<file path="config.mk">
export PLATFORM = sky130hd
export DESIGN_NAME = alu_result_stage
export DESIGN_NICKNAME = d
export VERILOG_FILES = /design/src/rtl/alu_pkg.sv /design/src/rtl/alu_result_fifo.sv /design/src/rtl/alu_result_stage.sv
export SDC_FILE = /design/constraint.sdc
export NUM_CORES = 1
export LEC_CHECK = 0
export CELL_PAD_IN_SITES_DETAIL_PLACEMENT = 0
export CELL_PAD_IN_SITES_GLOBAL_PLACEMENT = 2
export CORE_MARGIN = 4
export CORE_UTILIZATION = 34
export CTS_CLUSTER_SIZE = 14
export DETAILED_ROUTE_END_ITERATION = 8
export GPL_TIMING_DRIVEN = 0
export PLACE_DENSITY_LB_ADDON = 0.1
export REMOVE_ABC_BUFFERS = 1
export SLEW_MARGIN = 20
export SYNTH_ARGS = -nofsm -noshare
export SYNTH_HDL_FRONTEND = slang
export SYNTH_SLANG_ARGS = --single-unit
</file>
<file path="constraint.sdc">
create_clock -name clk -period 3.55 [get_ports clk]
set_clock_uncertainty 0.1 [all_clocks]
set_input_delay 0.71 -clock clk [delete_from_list [all_inputs] [get_ports clk]]
set_output_delay 0.71 -clock clk [all_outputs]
set_load 0.03 [all_outputs]
</file>
<file path="src/rtl/alu_pkg.sv">
// Shared ALU opcodes, flag indices and opcode classifiers for the
// ALU result stage.
package alu_pkg;

  localparam logic [4:0] ALU_ADD = 5'b00001;
  localparam logic [4:0] ALU_SUB = 5'b00011;
  localparam logic [4:0] ALU_AND = 5'b00100;
  localparam logic [4:0] ALU_OR  = 5'b00101;
  localparam logic [4:0] ALU_XOR = 5'b00110;
  localparam logic [4:0] ALU_NOT = 5'b10000;

  localparam int FLG_N = 3;
  localparam int FLG_Z = 2;
  localparam int FLG_C = 1;
  localparam int FLG_V = 0;

  function automatic logic is_arith(
    input logic [4:0] aluop
  );
    return (aluop == ALU_ADD) ||
           (aluop == ALU_SUB);
  endfunction

  // Opcodes 1..16 are defined and may touch the status register.
  function automatic logic is_defined(
    input logic [4:0] aluop
  );
    return (aluop >= ALU_ADD) &&
           (aluop <= ALU_NOT);
  endfunction

endpackage

</file>
<file path="src/rtl/alu_result_fifo.sv">
// Payload-agnostic circular FIFO with reset-cleared storage.
// Pointers wrap modulo DEPTH (power of two).
module alu_result_fifo #(
  parameter int W     = 8,
  parameter int DEPTH = 2
) (
  input  logic         clk,
  input  logic         rst_n,
  input  logic         push,
  input  logic [W-1:0] wdata,
  input  logic         pop,
  output logic [W-1:0] rdata,
  output logic         full,
  output logic         empty
);

  localparam int AW = $clog2(DEPTH);
  localparam int CW = AW + 1;

  logic [W-1:0]  mem [DEPTH];
  logic [AW-1:0] wr_ptr;
  logic [AW-1:0] rd_ptr;
  logic [CW-1:0] count;

  assign full  = (count == CW'(DEPTH));
  assign empty = (count == '0);
  assign rdata = mem[rd_ptr];

  always_ff @(posedge clk or negedge rst_n) begin
    if (!rst_n) begin
      for (int i = 0; i < DEPTH; i++)
        mem[i] <= '0;
    end else if (push) begin
      mem[wr_ptr] <= wdata;
    end
  end

  always_ff @(posedge clk or negedge rst_n) begin
    if (!rst_n) begin
      wr_ptr <= '0;
      rd_ptr <= '0;
      count  <= '0;
    end else begin
      if (push)
        wr_ptr <= wr_ptr + AW'(1);
      if (pop)
        rd_ptr <= rd_ptr + AW'(1);
      unique case ({push, pop})
        2'b10:   count <= count + CW'(1);
        2'b01:   count <= count - CW'(1);
        default: count <= count;
      endcase
    end
  end

endmodule

</file>
<file path="src/rtl/alu_result_stage.sv">
// Registered ALU result stage: flag formation, result FIFO, NZCV status.
// Optional commit/overflow counters with ALU_RESULT_STATS_EN.
module alu_result_stage
  import alu_pkg::*;
#(
  parameter int WIDTH = 32,
  parameter int DEPTH = 2,
  parameter int TAG_W = 5
) (
  input  logic             clk,
  input  logic             rst_n,
  input  logic             in_valid,
  output logic             in_ready,
  input  logic [WIDTH-1:0] in_result,
  input  logic [4:0]       in_aluop,
  input  logic [TAG_W-1:0] in_tag,
  input  logic             in_cout,
  input  logic             in_neg,
  input  logic             in_ovf,
  input  logic             in_zero,
  output logic             out_valid,
  input  logic             out_ready,
  output logic [WIDTH-1:0] out_result,
  output logic [TAG_W-1:0] out_tag,
  output logic [3:0]       out_flags,
  output logic [3:0]       status_nzcv
`ifdef ALU_RESULT_STATS_EN
  ,
  output logic [31:0]      stat_commits,
  output logic [31:0]      stat_ovf
`endif
);

  localparam int PW = WIDTH + TAG_W + 6;

  logic          push;
  logic          pop;
  logic          full;
  logic          empty;
  logic [3:0]    in_flags;
  logic [PW-1:0] wdata;
  logic [PW-1:0] rdata;
  logic          head_upd;
  logic          head_arith;

  assign in_ready  = !full;
  assign out_valid = !empty;
  assign push      = in_valid && in_ready;
  assign pop       = out_valid && out_ready;

  always_comb begin
    in_flags = '0;
    if (is_arith(in_aluop)) begin
      in_flags[FLG_N] = in_neg;
      in_flags[FLG_Z] = in_zero;
      in_flags[FLG_C] = in_cout;
      in_flags[FLG_V] = in_ovf;
    end else begin
      in_flags[FLG_N] = in_result[WIDTH-1];
      in_flags[FLG_Z] = (in_result == '0);
    end
  end

  // Opcode class is resolved at push so the pop path stays shallow.
  assign wdata = {is_defined(in_aluop),
                  is_arith(in_aluop),
                  in_flags, in_tag, in_result};

  alu_result_fifo #(
    .W     (PW),
    .DEPTH (DEPTH)
  ) u_fifo (
    .clk   (clk),
    .rst_n (rst_n),
    .push  (push),
    .wdata (wdata),
    .pop   (pop),
    .rdata (rdata),
    .full  (full),
    .empty (empty)
  );

  assign {head_upd, head_arith,
          out_flags, out_tag, out_result} = rdata;

  always_ff @(posedge clk or negedge rst_n) begin
    if (!rst_n)
      status_nzcv <= '0;
    else if (pop && head_upd)
      status_nzcv <= out_flags;
  end

`ifdef ALU_RESULT_STATS_EN
  always_ff @(posedge clk or negedge rst_n) begin
    if (!rst_n) begin
      stat_commits <= '0;
      stat_ovf     <= '0;
    end else if (pop) begin
      stat_commits <= stat_commits + 32'd1;
      if (head_arith && out_flags[FLG_V])
        stat_ovf <= stat_ovf + 32'd1;
    end
  end
`endif

endmodule

</file>
# Word-level counts from Yosys, hierarchy flattened
# Cells that the tools add are included.
# word_totals
ff_bits,94
latch_bits,0
ram_bits,0
rom_bits,0
output_inout_bits,47
elab_cells,42
mem_count,0
# classes
add_sub_neg,4
multipliers,0
div_mod_pow,0
magnitude_cmp,5
eq_ne,5
shifts,0
n_mux,9
n_bitwise,2
reduce_logical,11
# ops
cell,count
two-way mux 43 bit,4
bitwise mux 86 bit,1
demux 43 bit (select 1 bit),1
logical NOT 32 bit,1
equality test 5 x 1 -> 1 bit (second input constant),1
equality test 5 x 2 -> 1 bit (second input constant),1
greater-or-equal comparator 5 x 1 -> 1 bit (second input constant),1
less-or-equal comparator 5 bit (second input constant),1
logical AND 1 bit,5
equality test 2 bit (second input constant),2
greater-or-equal comparator 2 bit (second input constant),2
two-way mux 2 bit,2
NOT 1 -> 2 bit,2
one-hot mux 2 bit (2 select lines),1
adder 1 bit (second input constant),2
adder 2 x 1 -> 2 bit (second input constant),1
equality test 2 x 1 -> 1 bit (second input constant),1
logical NOT 1 bit,2
logical NOT 2 bit,1
less-than comparator 2 x 1 -> 1 bit (second input constant),1
nonzero test 2 bit,1
subtractor 2 x 1 -> 2 bit (second input constant),1
logical OR 1 bit,1

# Depth between registers and ports, before layout
# logic_depth
ltp_word,6
depth_mapped,7
mapped_depth_nobuf,7

# Modules after synthesis
# A second synthesis with hierarchy kept.
# unflattened
cells_unflattened,275
area_unflattened_um2,4235.3
# modules_own_cells
module,n_inst,cells_each,area_each_um2,seq_area_each_um2
alu_result_fifo,1,244,3923.8,2252.2
alu_result_stage,1,31,311.5,100.1

# Least setup slack after synthesis
# No wires, ideal clock.
# synth_path
path_type,register to output
start,register u_fifo.rd_ptr
end,output port out_result[0]
arrival_ns,1.330
t_required_ns,2.740
path_slack_ns,1.410
path_stages_with_launch,5
path_buffers,3
cell_sequence,dfrtp_1 -> buf_2 -> buf_2 -> buf_2 -> mux2_2
# synth_via
elab_chain_cells,4
# synth_lines
element,line,source
"start, declared",alu_result_fifo.sv:22,logic [AW-1:0] rd_ptr;
"start signal, assigned",alu_result_fifo.sv:47,rd_ptr <= rd_ptr + AW'(1);
NOT 1 -> 2 bit (not written as such),alu_result_fifo.sv:27,assign rdata = mem[rd_ptr];
two-way mux 43 bit (not written as such) (3 in series),alu_result_fifo.sv:27,
"end, declared",alu_result_stage.sv:23,"output logic [WIDTH-1:0] out_result,"
# Every way passes these cells. The select of a mux whose other input is x is not followed.

# Worst setup path in the final report
# layout_path
start,register u_fifo.rd_ptr
end,output port out_flags[3]
# layout_via
elab_chain_cells,4
# layout_lines
element,line,source
NOT 1 -> 2 bit (not written as such),alu_result_fifo.sv:27,
two-way mux 43 bit (not written as such) (3 in series),alu_result_fifo.sv:27,
"end, declared",alu_result_stage.sv:25,"output logic [3:0] out_flags,"
# Every way passes these cells. The select of a mux whose other input is x is not followed.

==> flow_summary.yaml <==
critical_path:
  critPathCaptureType: "output port"
  slowest_delay_ns: 0.87
  startpoint_type: "register"
  required_ns: 2.74
  crit_fanout: 43
  ff2ff_path_depth: 3
  cp.arrival_ns: 2.28
  crit_type: "register to output port"
  path_cells: "mux2_2, clkdlybuf4s50_1"
  cp_slowest_cell: "dfrtp_4"
power_and_ir_drop:
  p_comb_share_pct: 50.7
  clock_power_share_pct: 16.2
  power.leakage_nw: 2.47
  swShare_pct: 38.8
  ir_worst_vdd_mv: 0.457
  p_sw_mw: 2.23
  pwr_density_cell_nw_per_um2: 1040
  p_int_mw: 3.52
  seqPwrFrac_pct: 33.1
detailed_routing:
  routed_wl_mm: 9.81
  dr.pass1.iters: 4
  drtIter0Drc: 124
  wl_per_cell_um: 16.3
  drc: 0
  vias_per_cell: 4.82
  vias: 2903
  ant_nets: 0
sta:
  tightest_slew_ns: 0.752
  rsz0062_at_grt: "false"
  fin_crit_ns: 3.09
  hold_violations: 0
  finalCritPeriodShare_pct: 87.1
  slew_viol_final: 0
  fin_tns_setup_ns: 0
  slew_headroom_pct: 49.8
  setup_viol: 0
  holdWs_ns: 0.164
  max_freq_mhz: 323
clocking:
  clk_pin_slew_ns: 0.06
  post-cts-setup-buffers: 0
  hold_buffers: 0
  cts_tree: "built"
  cts-root-buf: "clkbuf_16"
  cts_buffer_depth: 2
  htree_levels: 3
  insertion_delay_ns: 0.34
  post_cts_resized: 0
  cts.sinks: 92
  cts_buffers: 9
layout:
  nFillCells: 1102
  layout-drive-gt1-share_pct: 24.0
  area_delta_synth_final_pct: 35.0
  fin_area_um2: 5560
  final_common_cell: "nand2_1"
  num_antenna_cells: 0
  regArea_um2: 2310
  nNetsFinal: 506
  multiInputGateArea_um2: 1720
  final_cell_mix: "nand2_1, clkdlybuf4s50_1, dfrtp_1"
synth:
  yosysUniqueCellTypes: 26
  syn-mean-instance-area_um2: 11.4
  ys_ff_latch: 92
  synthFlopType: "dfrtp_1"
  synth_cells: 361
  yosysWarnings: 0
  synthArstFlopShare_pct: 100
  syn_area_um2: 4120
  ys_seq_area_share_pct: 55.9
  synth_edf_count: 0
global_routing:
  grt_pass1_vias: 3094
  antenna_found_initial: 0
  grtUsageMet2_pct: 22.5
  grtUsageTotal_pct: 15.0
  grt_max_degree: 56
  grt_pass1_wl_mm: 16.5
  met1_usage_pct: 19.6
  grt_overflow: 0
  busiest_layer: "met2"
  use_met3_pct: 6.39
die:
  dieArea_um2: 13900
  initial_core_util_pct: 35.5
  fp.coreArea_um2: 11600
  die_h_um: 118
  die_w_um: 118
  num_rows: 39
  ios: 97
placed_design:
  numPortBuffers: 96
  placed_area_um2: 5270
  routabilityCongestion: 0.700
  detailed_place_hpwl_mm: 6.44
run_status:
  outcome: "finished, final reports clean"
job:
  cap_viol_max_count: 0
hold_path:
  hold_class: "input port to async pin"
-- path summary, 6_finish.rpt --
check | from | end | slack, ns
hold reg to reg | u_fifo.mem[61]$_DFFE_PN0P_ | u_fifo.mem[61]$_DFFE_PN0P_ | 0.37
setup / recovery | u_fifo.rd_ptr$_DFFE_PN0P_ | out_flags[3] | 0.46
max in group asynchronous | rst_n | u_fifo.mem[13]$_DFFE_PN0P_ | 2.59
hold / removal | rst_n | u_fifo.mem[36]$_DFFE_PN0P_ | 0.16
min in group clk | u_fifo.mem[61]$_DFFE_PN0P_ | u_fifo.mem[61]$_DFFE_PN0P_ | 0.37
setup reg to reg | u_fifo.count[0]$_DFFE_PN0P_ | u_fifo.mem[35]$_DFFE_PN0P_ | 1.48
-- synth_stat cells, types with 2 or more instances --
master | n | area share (%)
o21ai_0 | 6 | 0.73
a21oi_1 | 4 | 0.49
nor2_1 | 3 | 0.27
dfrtp_1 | 92 | 56
buf_4 | 2 | 0.36
nand2_1 | 128 | 12
mux2_2 | 80 | 22
nor4_2 | 4 | 1.2
mux2i_1 | 2 | 0.49
xnor2_1 | 4 | 0.85
nor4_1 | 5 | 0.76
buf_2 | 15 | 1.8
mux2_1 | 3 | 0.82
-- cell type report --
cell class | count | share of cell area, %
clock buffers | 14 | 5.11
clock inverters | 1 | 0.0900
repair buffers | 101 | 19.1
inverters | 1 | 0.0675
multi-input cells | 250 | 30.9
well taps | 143 | 3.22
flip-flops and latches | 92 | 41.5
-- per-stage QoR --
step                utilization, %  total power [mW]  std cells  worst slack, ns
finish                        47.9              5.76        602            0.456
global route                  47.9              6.14        602            0.368
CTS                           47.9              5.85        602            0.411
detailed placement            45.4              4.89        587            0.798
global placement              44.5              4.80        582            -1.99
floorplan                        -              3.70        343             1.06
-- registers in the layout, summed over array words and instances, names as in the netlist --
register,count
u_fifo.wr_ptr,1
u_fifo.count,2
u_fifo.mem,84
u_fifo.rd_ptr,1
status_nzcv,4
-- cell families after synthesis --
group,after synthesis,share of synthesized area [%]
adders and majority gates,1,0.304
AOI/OAI and AO/OA,11,1.37
and+or+nand+nor,148,15.8
xor gates and xnor gates,5,1.06
muxes,85,23.2
DFF,92,55.9
buffers and inverters,19,2.37
-- routing by layer --
layer | up-vias | routed length, um
met3 | 12 | 596
li1 | 1396 | -
met2 | 68 | 4410
met1 | 1427 | 4670
met4 | 0 | 136
met5 | - | 0
-- critical path: cells and delay by family, from the launching register on --
kind | cells | cell delay [ns]
buffers and inverters | 1 | 0.62
DFF | 1 | 0.87
muxes | 1 | 0.43
-- power by group through the flow --
stage                     combinational [mW]  sequential (mW)  clock, mW
final                                   2.92             1.91      0.933
after global routing                    3.15             1.98       1.01
after CTS                               2.97             1.91      0.964
after detailed placement                2.96             1.93          0
after global placement                  2.90             1.90          0
after floorplan                         1.86             1.83          0
Power figures use the tool's default switching activity.
